### src/rtl/bram_mw_loader_if.sv
// Stream-side and RAM-side signal bundle for bram_mw_loader.
// master: the loader itself; slave: stream source, RAM and row consumer.
interface bram_mw_loader_if #(
    parameter int DATA_WIDTH = 8,
    parameter int DEPTH      = 4,
    parameter int NUM_WORDS  = 9
);
    localparam int AW = $clog2(DEPTH);

    logic [DATA_WIDTH-1:0] in_data;
    logic                  in_valid;
    logic                  in_ready;
    logic                  in_last;

    logic [DATA_WIDTH-1:0] ram_wr_data;
    logic [AW-1:0]         ram_wr_addr;
    logic [NUM_WORDS-1:0]  ram_wr_en;
    logic [AW-1:0]         ram_rd_addr;
    logic                  ram_rd_en;

    logic                  out_valid;
    logic [AW-1:0]         out_addr;

    modport master (
        input  in_data, in_valid, in_last,
        output in_ready,
        output ram_wr_data, ram_wr_addr, ram_wr_en, ram_rd_addr, ram_rd_en,
        output out_valid, out_addr
    );

    modport slave (
        output in_data, in_valid, in_last,
        input  in_ready,
        input  ram_wr_data, ram_wr_addr, ram_wr_en, ram_rd_addr, ram_rd_en,
        input  out_valid, out_addr
    );
endinterface

### src/rtl/bram_mw_loader.sv
// Load/scan sequencer for block_ram_multi_word: fills rows word-by-word from a stream, then scans rows.
// Optional stream framing check on in_last is enabled with `define BRAM_MW_LOADER_LAST_CHECK_EN.
module bram_mw_loader #(
    parameter int DATA_WIDTH = 8,
    parameter int DEPTH      = 4,
    parameter int NUM_WORDS  = 9,
    parameter int RD_LATENCY = 1
) (
    input  logic clk,
    input  logic rst,
    input  logic start,
    input  logic scan,
    output logic busy,
    output logic done,
    output logic err,
    bram_mw_loader_if.master bus
);
    localparam int AW = $clog2(DEPTH);
    localparam int WW = $clog2(NUM_WORDS);
    localparam logic [AW-1:0] ROW_LAST  = AW'(DEPTH - 1);
    localparam logic [WW-1:0] WIDX_LAST = WW'(NUM_WORDS - 1);

    typedef enum logic [1:0] {IDLE, LOAD, SCAN, DRAIN} state_t;

    state_t                state;
    logic [WW-1:0]         widx;
    logic [AW-1:0]         row;
    logic [RD_LATENCY-1:0] pipe_valid;
    logic [AW-1:0]         pipe_addr [RD_LATENCY];
    logic                  pre_valid;
    logic [AW-1:0]         pre_addr;
    logic                  handshake;
    logic                  final_word;

    // busy also covers the done cycle, where the FSM has already returned to IDLE
    assign bus.in_ready = (state == LOAD);
    assign busy         = (state != IDLE) || done;
    assign handshake    = bus.in_ready && bus.in_valid;
    assign final_word   = (row == ROW_LAST) && (widx == WIDX_LAST);

    assign bus.out_valid = pipe_valid[RD_LATENCY-1];
    assign bus.out_addr  = pipe_addr[RD_LATENCY-1];

    // pre_* is the read beat that becomes out_valid on the next cycle
    generate
        if (RD_LATENCY == 1) begin : g_pre_direct
            assign pre_valid = bus.ram_rd_en;
            assign pre_addr  = bus.ram_rd_addr;
        end else begin : g_pre_pipe
            assign pre_valid = pipe_valid[RD_LATENCY-2];
            assign pre_addr  = pipe_addr[RD_LATENCY-2];
        end
    endgenerate

    always_ff @(posedge clk or posedge rst) begin
        if (rst) begin
            pipe_valid <= '0;
            for (int i = 0; i < RD_LATENCY; i++) pipe_addr[i] <= '0;
        end else begin
            pipe_valid[0] <= bus.ram_rd_en;
            pipe_addr[0]  <= bus.ram_rd_addr;
            for (int i = 1; i < RD_LATENCY; i++) begin
                pipe_valid[i] <= pipe_valid[i-1];
                pipe_addr[i]  <= pipe_addr[i-1];
            end
        end
    end

`ifndef BRAM_MW_LOADER_LAST_CHECK_EN
    logic unused_last;
    assign unused_last = bus.in_last;
    assign err         = 1'b0;
`endif

    always_ff @(posedge clk or posedge rst) begin
        if (rst) begin
            state           <= IDLE;
            widx            <= '0;
            row             <= '0;
            done            <= 1'b0;
            bus.ram_wr_data <= '0;
            bus.ram_wr_addr <= '0;
            bus.ram_wr_en   <= '0;
            bus.ram_rd_addr <= '0;
            bus.ram_rd_en   <= 1'b0;
`ifdef BRAM_MW_LOADER_LAST_CHECK_EN
            err             <= 1'b0;
`endif
        end else begin
            done          <= 1'b0;
            bus.ram_wr_en <= '0;
            bus.ram_rd_en <= 1'b0;
            case (state)
                IDLE: begin
                    if (start) begin
                        state <= LOAD;
                        widx  <= '0;
                        row   <= '0;
`ifdef BRAM_MW_LOADER_LAST_CHECK_EN
                        err   <= 1'b0;
`endif
                    end else if (scan) begin
                        // row 0 is issued straight from IDLE so reads start the cycle after scan
                        state           <= SCAN;
                        bus.ram_rd_en   <= 1'b1;
                        bus.ram_rd_addr <= '0;
                        row             <= AW'(1);
                    end
                end
                LOAD: begin
                    if (handshake) begin
                        bus.ram_wr_data <= bus.in_data;
                        bus.ram_wr_addr <= row;
                        bus.ram_wr_en   <= NUM_WORDS'(1) << widx;
`ifdef BRAM_MW_LOADER_LAST_CHECK_EN
                        if (bus.in_last != final_word) err <= 1'b1;
`endif
                        if (final_word) begin
                            state <= IDLE;
                            done  <= 1'b1;
                            widx  <= '0;
                            row   <= '0;
                        end else if (widx == WIDX_LAST) begin
                            widx <= '0;
                            row  <= row + 1'b1;
                        end else begin
                            widx <= widx + 1'b1;
                        end
                    end
                end
                SCAN: begin
                    bus.ram_rd_en   <= 1'b1;
                    bus.ram_rd_addr <= row;
                    if (row == ROW_LAST) begin
                        state <= DRAIN;
                        row   <= '0;
                    end else begin
                        row <= row + 1'b1;
                    end
                end
                DRAIN: begin
                    if (pre_valid && (pre_addr == ROW_LAST)) begin
                        state <= IDLE;
                        done  <= 1'b1;
                    end
                end
                default: state <= IDLE;
            endcase
        end
    end
endmodule

### src/flat_wrapper.sv
// flat-port wrapper written by rule: the top's interface ports become plain ports
module bram_mw_loader_flat 
#(
    parameter int DATA_WIDTH = 8,
    parameter int DEPTH      = 4,
    parameter int NUM_WORDS  = 9,
    parameter int RD_LATENCY = 1
)
  (clk, rst, start, scan, busy, done, err, bus_in_data, bus_in_valid, bus_in_last, bus_in_ready, bus_ram_wr_data, bus_ram_wr_addr, bus_ram_wr_en, bus_ram_rd_addr, bus_ram_rd_en, bus_out_valid, bus_out_addr);
  bram_mw_loader_if #(.DATA_WIDTH(DATA_WIDTH), .DEPTH(DEPTH), .NUM_WORDS(NUM_WORDS)) bus_i ();
  input  logic clk;
  input  logic rst;
  input  logic start;
  input  logic scan;
  output logic busy;
  output logic done;
  output logic err;
  input wire logic [$bits(bus_i.in_data)-1:0] bus_in_data;
  input wire logic [$bits(bus_i.in_valid)-1:0] bus_in_valid;
  input wire logic [$bits(bus_i.in_last)-1:0] bus_in_last;
  output wire logic [$bits(bus_i.in_ready)-1:0] bus_in_ready;
  output wire logic [$bits(bus_i.ram_wr_data)-1:0] bus_ram_wr_data;
  output wire logic [$bits(bus_i.ram_wr_addr)-1:0] bus_ram_wr_addr;
  output wire logic [$bits(bus_i.ram_wr_en)-1:0] bus_ram_wr_en;
  output wire logic [$bits(bus_i.ram_rd_addr)-1:0] bus_ram_rd_addr;
  output wire logic [$bits(bus_i.ram_rd_en)-1:0] bus_ram_rd_en;
  output wire logic [$bits(bus_i.out_valid)-1:0] bus_out_valid;
  output wire logic [$bits(bus_i.out_addr)-1:0] bus_out_addr;
  assign bus_i.in_data = bus_in_data;
  assign bus_i.in_valid = bus_in_valid;
  assign bus_i.in_last = bus_in_last;
  assign bus_in_ready = bus_i.in_ready;
  assign bus_ram_wr_data = bus_i.ram_wr_data;
  assign bus_ram_wr_addr = bus_i.ram_wr_addr;
  assign bus_ram_wr_en = bus_i.ram_wr_en;
  assign bus_ram_rd_addr = bus_i.ram_rd_addr;
  assign bus_ram_rd_en = bus_i.ram_rd_en;
  assign bus_out_valid = bus_i.out_valid;
  assign bus_out_addr = bus_i.out_addr;
  bram_mw_loader #(.DATA_WIDTH(DATA_WIDTH), .DEPTH(DEPTH), .NUM_WORDS(NUM_WORDS), .RD_LATENCY(RD_LATENCY)) u_core (.clk(clk), .rst(rst), .start(start), .scan(scan), .busy(busy), .done(done), .err(err), .bus(bus_i));
endmodule
### config.mk
export PLATFORM = sky130hd
export DESIGN_NAME = bram_mw_loader_flat
export DESIGN_NICKNAME = d
export VERILOG_FILES = /design/src/rtl/bram_mw_loader_if.sv /design/src/rtl/bram_mw_loader.sv /design/src/flat_wrapper.sv
export SDC_FILE = /design/constraint.sdc
export NUM_CORES = 1
export LEC_CHECK = 0
export ABC_AREA = 0
export CORE_MARGIN = 1
export CORE_UTILIZATION = 30
export DETAILED_ROUTE_END_ITERATION = 8
export DONT_BUFFER_PORTS = 1
export GPL_TIMING_DRIVEN = 0
export PLACE_DENSITY = 0.55
export SLEW_MARGIN = 20
export SYNTH_ARGS = -nofsm -noshare
export SYNTH_HDL_FRONTEND = slang
export SYNTH_SLANG_ARGS = --single-unit
### constraint.sdc
create_clock -name clk -period 3 [get_ports clk]
set_clock_uncertainty 0.15 [all_clocks]
set_input_delay 0.15 -clock clk [delete_from_list [all_inputs] [get_ports clk]]
set_output_delay 0.15 -clock clk [all_outputs]
set_load 0.01 [all_outputs]
==> results of run 1 <==
-- placed cells by master (no fill, tap or decap), types with 2 or more instances in the layout --
cell type,count
dfrtp_1,34
dlygate4sd3_1,13
ha_1,12
mux2_2,9
inv_1,8
nand2_1,6
o21ai_0,6
and3_1,6
clkbuf_8,6
mux2i_1,5
nand3_1,4
o22ai_1,2
nor2_1,2
and2_1,2
nand2b_1,2
a32o_1,2
-- logic make-up after synthesis --
family                     after synthesis
adders and majority gates               12
DFF                                     34
AOI/OAI and AO/OA                       19
muxes                                   15
buffers and inverters                   12
and+or+nand+nor                         27
other                                    1
-- worst paths after layout --
check                                     startpoint                endpoint  slack (ns)  cells after the start
max in group asynchronous                        rst  u_core.bus.out_addr[0]        1.95                      2
worst max register to register       u_core.state[1]           u_core.row[0]        0.99                      7
min in group asynchronous                        rst           u_core.row[0]        0.29                      2
worst min-delay path                           start           u_core.row[0]        0.03                      2
worst max-delay path                 u_core.state[1]           u_core.row[0]        0.99                      7
worst min register to register  u_core.bus.ram_rd_en    u_core.bus.out_valid        0.32                      0
-- metrics by stage --
step / hold WS [ns] / utilization (%) / power [mW] / setup WS, ns / instance area (sq um)
floorplan: 0.142 / - / 0.477 / 1.18 / 1540
global placement: 0.152 / 33.5 / 0.480 / 1.07 / 1630
detailed placement: 0.0427 / 33.5 / 0.480 / 1.03 / 1630
CTS: 0.0233 / 38.1 / 0.842 / 1.01 / 1850
global route: 0.0466 / 38.1 / 0.864 / 0.897 / 1850
finish: 0.0332 / 38.1 / 0.829 / 0.992 / 1850
-- power by group --
part | switching [mW] | internal [mW]
Combinational | 0.0124 | 0.0128
Clock | 0.161 | 0.185
Sequential | 0 | 0.458
Total | 0.173 | 0.656
-- synthesized netlist by cell type (all sizes together) --
cell and count:
buf 3, o211ai 1, o21bai 1, nand4 1
a32o 2, nand3 4, o21ai 7, o2111ai 1
o211a 1, nor2 2, nand2b 4, ha 12
and3 6, mux2i 5, nor3 1, dfrtp 34
a21o 1, nand2 6, mux2 10, a21oi 1
o22ai 2, inv 9, nand3b 1, conb 1
and2 2, a211oi 1, o21ba 1
-- metal layers --
metal / up-vias / track usage [%]
li1: 457 / -
met1: 479 / 13.6
met2: 36 / 19.5
met3: 5 / 4.94
met4: 0 / 5.77
met5: - / 0
-- critical path, cell delays in order, from the launching register on --
cell	delay, ns
dfrtp_1	0.41
inv_1	0.10
ha_1	0.25
buf_6	0.17
nand2b_2	0.10
o21ai_2	0.06
a211oi_2	0.30
mux2_1	0.36
-- state kept, by name, summed over array words and instances (netlist names) --
| register | cells |
|---|---|
| u_core.bus.out_addr | 2 |
| u_core.bus.out_valid | 1 |
| u_core.bus.ram_rd_addr | 2 |
| u_core.bus.ram_rd_en | 1 |
| u_core.bus.ram_wr_addr | 2 |
| u_core.bus.ram_wr_data | 8 |
| u_core.bus.ram_wr_en | 9 |
| u_core.done | 1 |
| u_core.row | 2 |
| u_core.state | 2 |
| u_core.widx | 4 |
-- layout make-up --
class	instances	share of cell area (%)
clock inverters	1	0.271
repair buffers	13	7.05
inverters	9	1.83
clock buffers	7	4.67
multi-input cells	74	34.3
well taps	67	4.54
plain buffers	3	1.29
flip-flops and latches	34	46.1
-- what timing repair did --
action | in CTS | in global routing
gates resized for setup | 0 | 0
endpoints found under the hold margin | 47 | 0
hold buffers | 13 | 0
==> impl_metrics.py, run 1 <==
metrics = {
    "outcome": {
        "outcome": "completed",
    },
    "detailed_routing": {
        "via_count": 977,
        "vias_per_cell": 4.70,
        "dr_wl_met3_um": 202,
        "dr.pass1.iters": 4,
        "met2_length_um": 1380,
        "topRoutingLayerUsed": "met4",
        "wirelength_um": 2880,
        "antenna_left": 0,
        "drc": 0,
        "drt_iter0_drc": 35,
        "wl_per_cell_um": 13.8,
        "wl_met1_um": 1240,
    },
    "sta": {
        "worst_pin_slew_ns": 0.713,
        "hold_violations": 0,
        "slew_headroom_pct": 52.4,
        "rsz0062_at_grt": "no",
        "timing.final.crit_share_pct": 66.9,
        "clock.fmax_mhz": 498,
        "setup_violations": 0,
        "tns_ns": 0,
        "timing.final.crit_period_ns": 2.01,
        "maxSlewViolCount": 0,
    },
    "floorplan": {
        "rows": 25,
        "dieHeight_um": 73.7,
        "dieArea_sq_mm": 0.00543,
        "core_area_sq_mm": 0.00485,
        "start_util_pct": 31.8,
        "die_w_um": 73.7,
        "io_pins": 43,
    },
    "finish": {
        "syn2layout_area_growth_pct": 19.8,
        "final_cells": 208,
        "multi_input_area_sq_um": 633,
        "fin_nets": 166,
        "regArea_sq_um": 851,
        "num-fill-cells": 476,
        "n_antenna_cell": 0,
        "drive_gt1_share_pct": 19.1,
    },
    "run": {
        "maxCapViolations": 0,
    },
    "grt": {
        "track_usage_pct": 12.0,
        "gr-total-overflow": 0,
        "grt_pass1_wl_um": 4810,
        "grt_start_max_net_pins": 35,
        "antenna_found_initial": 0,
        "grt_pass1_vias": 1039,
    },
    "yosys": {
        "synth_top_area_cell": "dfrtp_1",
        "synth_seq_area_share_pct": 55.2,
        "netlist_area_sq_mm": 0.00154,
        "synth.distinct_cells": 33,
        "synth_top_area_share_pct": 55.2,
        "synth_compound_area_share_pct": 9.74,
        "syn_area_per_cell_sq_um": 12.8,
        "syn_inst": 120,
        "synth.area.mux_share_pct": 10.6,
        "synth_top_family_by_area": "simple AND/OR/NAND/NOR gates",
        "synthXorXnorAreaFrac_pct": 0,
        "syn_nets": 146,
        "yosys-top-cells-area": "dfrtp_1 55%, ha_1 9.7%, mux2_2 6.6%, mux2i_1 3.2%, and3_1 2.4%",
        "synthAdderAreaFrac_pct": 9.74,
        "yosys.area_share.simple_pct": 10.8,
        "ys_warn_count": 0,
        "ys_ff_latch": 34,
    },
    "clock_tree": {
        "cts_max_path_buffers": 2,
        "clock_latency_ns": 0.29,
        "clk_pin_slew_worst_paths_ns": 0.07,
        "numCtsBuffers": 5,
        "clockRootBuffer": "clkbuf_8",
        "cts_htree_levels": 2,
        "cts_tree": "built",
        "cts.sinks": 34,
        "post_cts_buffers": 0,
    },
    "worst_setup_path": {
        "crit_type": "reg2reg",
        "cp.arrival_ns": 2.03,
        "cp_max_fo": 10,
        "worstSetupEndpointType": "flop",
        "worstPathRequired_ns": 3.02,
        "setup.worst_path.start_class": "flop",
    },
    "pwr": {
        "powerDensity_mw_per_mm2": 449,
        "peakVddDrop_v": 0.000145,
        "power_leakage_nw": 0.984,
    },
    "place": {
        "place_inst": 187,
        "routabilityCongestion": 0.769,
        "dp.final_hpwl_um": 2060,
        "port_buffers": 0,
    },
    "hold_path": {
        "hp-class": "in2reg",
    },
}
Power figures use the tool's default switching activity.
==> inputs of run 2 (changes only) <==
- ABC_AREA: 0 -> 1
- clock period: 3 -> 2 ns (I/O delays scaled with it)
==> impl_metrics.py, run 2 <==
metrics = {
    "outcome": {
        "outcome": "completed",
    },
    "pwr": {
        "powerDensity_mw_per_mm2": 1260,
        "power_leakage_nw": 0.975,
        "peakVddDrop_v": 0.000405,
    },
    "yosys": {
        "yosysMostFrequentCell": "nand2_1",
        "yosys-top-cells-area": "dfrtp_1 53%, nand2_1 15%, ha_1 9.4%, inv_1 4.7%, nand3_1 3.1%",
        "synth_seq_area_share_pct": 53.5,
        "synth_top_area_share_pct": 53.5,
        "synth.distinct_cells": 22,
        "ys_warn_count": 0,
        "syn_area_per_cell_sq_um": 8.84,
        "synthFlopType": "dfrtp_1",
        "netlist_area_sq_mm": 0.00159,
        "synth_common_cells": "63 x nand2_1, 34 x dfrtp_1, 20 x inv_1",
        "synth_top_area_cell": "dfrtp_1",
        "synth-edff-count": 0,
        "syn_inst": 180,
        "async_reset_ff_share_pct": 100,
        "syn_nets": 206,
        "ys_ff_latch": 34,
    },
    "clock_tree": {
        "clockRootBuffer": "clkbuf_8",
        "cts.sinks": 34,
        "ctsHoldBuffers": 12,
        "cts_htree_levels": 2,
        "post_cts_buffers": 0,
        "clk_pin_slew_worst_paths_ns": 0.07,
        "ctsResizeCount": 0,
        "clock_latency_ns": 0.28,
        "cts_tree": "built",
        "cts_max_path_buffers": 2,
        "numCtsBuffers": 5,
    },
    "floorplan": {
        "rows": 26,
        "dieHeight_um": 74.8,
        "die_w_um": 74.8,
        "start_util_pct": 31.2,
        "io_pins": 43,
        "core_area_sq_mm": 0.00511,
        "dieArea_sq_mm": 0.00560,
    },
    "worst_setup_path": {
        "timing.rr.start": "u_core.state[1]",
        "worstSetupStartpoint": "u_core.state[1]",
        "worstPathRequired_ns": 2.02,
        "cp.arrival_ns": 1.81,
        "crit_type": "reg2reg",
        "cp_max_fo": 9,
        "setup.worst_path.start_class": "flop",
        "worstSetupEndpointType": "flop",
    },
    "sta": {
        "clock.fmax_mhz": 559,
        "maxSlewViolCount": 0,
        "holdWs_ns": 0.0125,
        "setup_violations": 0,
        "tns_ns": 0,
        "timing.final.crit_period_ns": 1.79,
        "rsz0062_at_grt": "no",
        "timing.final.crit_share_pct": 89.4,
        "slew_headroom_pct": 53.8,
        "hold_violations": 0,
        "worst_pin_slew_ns": 0.693,
    },
    "detailed_routing": {
        "dr.pass1.iters": 2,
        "via_count": 1161,
        "wl_per_cell_um": 11.1,
        "wirelength_um": 3000,
        "drc": 0,
        "drt_iter0_drc": 62,
        "antenna_left": 0,
        "vias_per_cell": 4.30,
    },
    "place": {
        "port_buffers": 0,
        "routabilityCongestion": 0.772,
        "dp.final_hpwl_um": 2100,
    },
    "finish": {
        "num-fill-cells": 524,
        "fin_nets": 225,
        "drive_gt1_share_pct": 9.50,
        "largest_register_ffs": 9,
        "n_antenna_cell": 0,
        "syn2layout_area_growth_pct": 18.8,
        "utilization_pct": 37.0,
        "regArea_sq_um": 851,
        "top_register": "u_core.bus.ram_wr_en",
        "mostFrequentLayoutCells": "63 x nand2_1, 34 x dfrtp_1, 19 x inv_1",
        "layout_commonest_cell": "nand2_1",
        "multi_input_area_sq_um": 628,
        "top_regs": "u_core.bus.ram_wr_en (9), u_core.bus.ram_wr_data (8), u_core.widx (4)",
    },
    "grt": {
        "track_usage_pct": 11.6,
        "gr-total-overflow": 0,
        "grt_pass1_vias": 1057,
        "grt_pass1_wl_um": 4810,
        "antenna_found_initial": 0,
        "grt_start_max_net_pins": 35,
    },
    "hold_path": {
        "hp-class": "in2reg",
        "min-delay-start": "bus_in_valid",
    },
    "run": {
        "maxCapViolations": 0,
    },
}
-- run 2: path summary, 6_finish.rpt --
path                                            to  slack, ns  cells after the start
max in group asynchronous  u_core.bus.ram_wr_en[8]       1.02                      2
setup reg to reg                   u_core.state[0]       0.21                      8
hold / removal                      u_core.widx[3]       0.01                      5
setup / recovery                   u_core.state[0]       0.21                      8
hold reg to reg               u_core.bus.out_valid       0.32                      0
min in group asynchronous   u_core.bus.out_addr[1]       0.24                      2
-- run 2: cell type report --
cell class / count / share of cell area [%]
tap: 70 / 4.63
timing repair buffer: 12 / 6.35
multi-input combinational: 121 / 33.2
buffer: 3 / 1.59
sequential: 34 / 45.0
clock inverter: 1 / 0.265
inverter: 22 / 4.37
clock buffer: 7 / 4.57
-- run 2: stage by stage --
stage / power [mW] / area, sq um / setup WS [ns] / instances
finish: 2.38 / 1890 / 0.212 / 270
global route: 2.60 / 1890 / 0.0152 / 270
CTS: 2.42 / 1890 / 0.194 / 270
detailed placement: 1.88 / 1680 / 0.212 / 250
global placement: 1.87 / 1680 / 0.215 / 250
floorplan: 1.69 / 1590 / 0.434 / 180
-- run 2: power by group --
part | internal (mW) | switching [mW]
Clock | 0.277 | 0.231
Sequential | 0.884 | 0.228
Combinational | 0.275 | 0.490
-- run 2: cell families after synthesis --
group	count (synthesis)	share of synthesized area (%)
buffers and inverters	25	7.07
other	1	0.236
adder cells (fa/ha/maj)	12	9.43
AO/OA/AOI/OAI	12	4.72
AND/OR/NAND/NOR	96	25.1
flip-flops	34	53.5
-- run 2: critical path, cell delays in order, from the launching register on --
cell and delay [ns]:
dfrtp_1 0.42, inv_1 0.09, ha_1 0.34, nand2_2 0.18
nand2_1 0.11, nor2_1 0.19, nand2_1 0.09, nand2_1 0.06
nand2_1 0.05
-- run 2: routing by layer --
layer | track usage, % | part of all wire, % | vias to the layer above
li1 | - | - | 599
met1 | 14.9 | 48 | 530
met3 | 4.15 | 4.9 | 3
met4 | 3.14 | 0.63 | 0
met5 | 0 | 0 | -
met2 | 18.3 | 46 | 29
